## config.mk

```make
export PLATFORM = sky130hd
export DESIGN_NAME = flit_serializer
export DESIGN_NICKNAME = d
export VERILOG_FILES = /design/src/rtl/flit_serializer.sv
export SDC_FILE = /design/constraint.sdc
export NUM_CORES = 1
export LEC_CHECK = 0
export ABC_AREA = 1
export CORE_MARGIN = 3
export CORE_UTILIZATION = 40
export CTS_CLUSTER_SIZE = 30
export DETAILED_ROUTE_END_ITERATION = 8
export GPL_TIMING_DRIVEN = 0
export PLACE_DENSITY = 0.68
export SKIP_CTS_REPAIR_TIMING = 1
export SYNTH_ARGS = -nofsm -noshare
export SYNTH_HDL_FRONTEND = slang
export SYNTH_SLANG_ARGS = --single-unit
```

## constraint.sdc

```tcl
create_clock -name clk -period 2.89 [get_ports clk]
set_clock_uncertainty 0.15 [all_clocks]
set_input_delay 0.7225 -clock clk [delete_from_list [all_inputs] [get_ports clk]]
set_output_delay 0.7225 -clock clk [all_outputs]
set_load 0.05 [all_outputs]
```

## src/rtl/flit_serializer.sv

```systemverilog
// flit_serializer: pops one 48-bit packet {HF,BF,TF} from an upstream FIFO
// and emits it as three 16-bit link words (head/body/tail) with a
// valid/ready handshake. Counts fully sent packets in pkt_count.
// Optional: define FLIT_SERIALIZER_CSUM_EN to append a fourth checksum word
// (HF^BF^TF, tag 11) after the tail.
module flit_serializer #(
  parameter int CNT_W = 16
) (
  input  logic             clk,
  input  logic             reset,
  input  logic             fifo_empty,
  output logic             fifo_rd_en,
  input  logic [47:0]      fifo_dout,
  output logic [15:0]      link_data,
  output logic [1:0]       link_type,
  output logic             link_valid,
  input  logic             link_ready,
  output logic             busy,
  output logic [CNT_W-1:0] pkt_count
);

`ifdef FLIT_SERIALIZER_CSUM_EN
  typedef enum logic [2:0] {IDLE, FETCH, HEAD, BODY, TAIL, CSUM} state_t;
`else
  typedef enum logic [2:0] {IDLE, FETCH, HEAD, BODY, TAIL} state_t;
`endif

  state_t      state, state_n;
  logic [47:0] hold;
  logic        xfer;
  logic        last;

  assign xfer = link_valid & link_ready;
  assign busy = (state != IDLE);

  // State register; reset drops any in-flight packet.
  always_ff @(posedge clk or posedge reset) begin
    if (reset) state <= IDLE;
    else       state <= state_n;
  end

  // Capture the popped packet in FETCH, when fifo_dout is valid.
  always_ff @(posedge clk or posedge reset) begin
    if (reset)               hold <= '0;
    else if (state == FETCH) hold <= fifo_dout;
  end

  // Count packets on the handshake of their final word; wraps naturally.
  always_ff @(posedge clk or posedge reset) begin
    if (reset)             pkt_count <= '0;
    else if (xfer && last) pkt_count <= pkt_count + {{(CNT_W-1){1'b0}}, 1'b1};
  end

  // Next-state and link/FIFO outputs; outputs default to the idle (all-zero) values.
  always_comb begin
    state_n    = state;
    fifo_rd_en = 1'b0;
    link_valid = 1'b0;
    link_data  = 16'h0000;
    link_type  = 2'b00;
    last       = 1'b0;
    case (state)
      IDLE: begin
        // Pop is gated by reset so it stays low while reset is held.
        if (!fifo_empty && !reset) begin
          fifo_rd_en = 1'b1;
          state_n    = FETCH;
        end
      end
      FETCH: state_n = HEAD;
      HEAD: begin
        link_valid = 1'b1;
        link_data  = hold[47:32];
        link_type  = 2'b00;
        if (link_ready) state_n = BODY;
      end
      BODY: begin
        link_valid = 1'b1;
        link_data  = hold[31:16];
        link_type  = 2'b01;
        if (link_ready) state_n = TAIL;
      end
      TAIL: begin
        link_valid = 1'b1;
        link_data  = hold[15:0];
        link_type  = 2'b10;
`ifdef FLIT_SERIALIZER_CSUM_EN
        if (link_ready) state_n = CSUM;
`else
        last = 1'b1;
        if (link_ready) state_n = IDLE;
`endif
      end
`ifdef FLIT_SERIALIZER_CSUM_EN
      CSUM: begin
        link_valid = 1'b1;
        link_data  = hold[47:32] ^ hold[31:16] ^ hold[15:0];
        link_type  = 2'b11;
        last       = 1'b1;
        if (link_ready) state_n = IDLE;
      end
`endif
      default: state_n = IDLE;
    endcase
  end

endmodule

```

==> summary.txt <==
Floorplan
  – Full die area: 9430 sq um
  – Die extent in x: 97.1 microns
  – Top Ports: between 80 and 90
  – Row Count: 32
  – Initial cell density of the core: between 40% and 50%
  – Area of the placeable core: 7890 sq um
  – Vertical die dimension: 97.1 microns

Global route
  – Pin count of the biggest net entering global routing: 36
  – First-pass GRT wire length: 12500 microns
  – GR Overflow Total: 0
  – Number of global-route vias before repair: 2596
  – Global routing usage summed across all routing layers: 16.5%
  – Initial antenna violation count: 0

STA
  – Final-report hold violation count: 0
  – Unrepaired setup endpoints after global routing: false
  – Worst slew margin: 52.3%
  – Worst-margin pin slew: 0.714 ns
  – Share of the clock period used by the worst path after layout: 95.5%
  – Min Hold Slack: 0.362 ns
  – Setup slack of the critical path after layout: between 0.1 and 0.15 ns
  – Fmax: about 360 MHz
  – Final Setup Violations: 0
  – Count of final max-slew check failures: 0
  – Min Clock Period, post-route: 2.76 ns

Placed design
  – Post-Place Cells: between 500 and 600
  – Last weighted congestion value of the routability-driven placer: between 0.7 and 0.8
  – Pre-CTS setup slack: -0.384 ns
  – PortBufs: slightly below 90
  – HPWL reported at the end of detailed placement: 5620 microns

Cells and area
  – Count of non-filler cells in the finished layout: around 520
  – Layout Utilization: 56.9%
  – Synthesis-to-finish area growth: 35.0%
  – Number of nets in the finished design: 472
  – Antenna diodes: 0
  – Fraction of final layout cells sized beyond drive strength 1: 23.7%
  – Register area: 1680 sq um
  – Area of the multi-input gates: 1460 sq um
  – Fill cell count: 703

Yosys
  – Share of the synthesized area in the top cell type: 50.5%
  – Cell type with the highest aggregate area in the netlist: dfrtp_1
  – Synthesized area divided by synthesized cell count: roughly 10 sq um
  – Synthesized netlist net count: between 300 and 400
  – Top cells by area in the synthesized netlist: dfrtp_1, mux2_4, nand2_1
  – Flops & latches, synth: 67
  – Yosys synthesis warning count: 0
  – Instance count of the mapped netlist: 319
  – Sequential-to-total area share from yosys stat: about half
  – Number of distinct library cells after synthesis: 23
  – Cell Area, Synth: 3320 sq um

Clock network
  – CTS sink cnt: 67
  – Clk Tree Root Cell: clkbuf_8
  – CTS clock-pin slew for the worst setup and hold paths: 0.07 ns
  – TritonCTS buffer count: 9
  – Later-pin clock latency in the skew report: 0.33 ns
  – Clock tree from TritonCTS: yes
  – H-tree Lvls: 3
  – Clock Path Buffers: 2

Worst setup path
  – Kind of launch point of the worst setup path: flip-flop
  – R2R depth: 4
  – CP Launch Point: state[2]
  – Endpoint required time on the critical path: 2.02 ns
  – Critical path endpoint category: output pin
  – Worst-case register-to-register setup slack: 1.34 ns
  – Biggest fanout along the worst timing path: 10
  – Reg-to-reg critical path endpoint: hold[25]
  – R2R Path Start: state[2]
  – Termination of the worst setup path: link_data[14]
  – Critical path start-end classification: flip-flop to output pin
  – CP Data Arrival Time: approximately 1.9 ns

Drt
  – Routed Antenna Nets: 0
  – Number of vias per cell after detailed routing: 4.83
  – Wirelength per Cell: 14.3 microns
  – Detailed Routing Iterations Pass 1: 4
  – Vias: 2532
  – Number of DRC markers in iteration 0: between 100 and 150
  – Residual DRC count: 0
  – Routed WL: 7490 microns

Power and ir drop
  – Largest voltage drop on the vdd net: 558 uV
  – Share of power burned in registers: 31.3%
  – Clk network pwr share: 14.7%
  – Power density cells: between 1000 and 1500 nW/um^2
  – Net switching power: roughly 2.1 mW
  – Net Sw Frac: about 42%
  – Post-layout total power: 5.04 mW
  – Int Power: 2.91 mW
  – Leakage power total: roughly 2.1 nW
  – Fraction of power consumed by combinational cells: 54.0%

Status
  – Status: complete, no violations

Run
  – Count of maximum capacitance violations: 0

Worst hold path
  – Worst min-delay path class: flip-flop to flip-flop
[routing by layer]
metal,wire (microns),part of all wire [%],global-route usage [%],up-vias
met4,102,1.4,6.80,0
met5,0,0,0,-
met3,474,6.3,4.38,10
met1,3440,46,22.5,1207
li1,-,-,-,1234
met2,3470,46,25.1,81
[power by group through the flow]
stage               logic [mW]  clock network (mW)  registers, mW
CTS                       2.85               0.764           1.57
finish                    2.72               0.743           1.58
global route              2.91               0.801           1.63
floorplan                 2.04                   0           1.61
global placement          2.80                   0           1.57
detailed placement        2.83                   0           1.58
[layout make-up]
type                            instances  area share, %
Clock inverter                          3          0.893
Clock buffer                           11           3.15
Sequential cell                        67           37.4
Tap cell                              102           2.85
Timing Repair Buffer                   89           18.8
Inverter                               31           2.59
Multi-Input combinational cell        212           32.5
Buffer                                  9           1.81
[worst max-delay path: stages (launching register included)]
cell	delay, ns
dfrtp_1	0.46
inv_1	0.13
nand3_2	0.11
inv_2	0.17
clkbuf_4	0.25
nand2_1	0.07
o211ai_1	0.12
buf_4	0.24
[synthesized netlist by cell type]
| library cell | number |
|---|---|
| nand2_1 | 86 |
| dfrtp_1 | 67 |
| mux2_4 | 38 |
| inv_1 | 27 |
| nor2_1 | 25 |
| nand3_1 | 16 |
| a21oi_2 | 10 |
| o211ai_1 | 10 |
| nand4_1 | 6 |
| xnor2_1 | 6 |
| buf_6 | 5 |
| buf_2 | 4 |
| inv_2 | 3 |
| xor2_1 | 3 |
| nand3_2 | 2 |
| nor2_2 | 2 |
| nor2_4 | 2 |
| o21ai_0 | 2 |
| clkinv_1 | 1 |
| ha_1 | 1 |
| nand3_4 | 1 |
| o21ai_1 | 1 |
| or2_2 | 1 |
[layout by cell type (no fill, tap or decap), drive strengths merged, types with 6 or more instances in the layout]
cell type / count
buf: 14
a21oi: 10
clkdlybuf4s50: 68
mux2: 38
nand3: 19
clkbuf: 24
xnor2: 6
nand4: 6
inv: 30
o211ai: 10
nor2: 29
nand2: 86
dfrtp: 67
[worst min-delay path by stage]
| stage | start | endpoint | slack (ns) | cells past startpoint |
|---|---|---|---|---|
| 2_1_floorplan | hold[0] | hold[0] | 0.33 | 2 |
| 3_5_place_dp | hold[46] | hold[46] | 0.34 | 1 |
| 5_1_grt | hold[26] | hold[26] | 0.38 | 1 |
| 6_report | hold[15] | hold[15] | 0.36 | 1 |
| 3_3_place_gp | hold[15] | hold[15] | 0.35 | 1 |
| 4_1_cts | hold[15] | hold[15] | 0.36 | 1 |
[flip-flops by register name, summed over array words and instances, names as in the netlist]
register and flops:
state 3, hold 48, pkt_count 16
[through the flow]
step / setup TNS (ns) / instance area (sq um)
6_report: 0 / 4480
2_1_floorplan: 0 / 3320
3_5_place_dp: -1.51 / 4350
5_1_grt: 0 / 4480
3_3_place_gp: -56.96 / 4330
4_1_cts: -7.87 / 4530
[kinds of logic after synthesis]
kind of cell | count (synthesis) | synth area share [%]
AND/OR/NAND/NOR | 141 | 18.5
flip-flops | 67 | 50.5
buffers and inverters | 40 | 5.80
multiplexers | 38 | 17.2
AO/OA/AOI/OAI | 23 | 5.35
XOR/XNOR | 9 | 2.37
adder cells (fa/ha/maj) | 1 | 0.377
No activity file was read; power rests on OpenSTA's default activity.
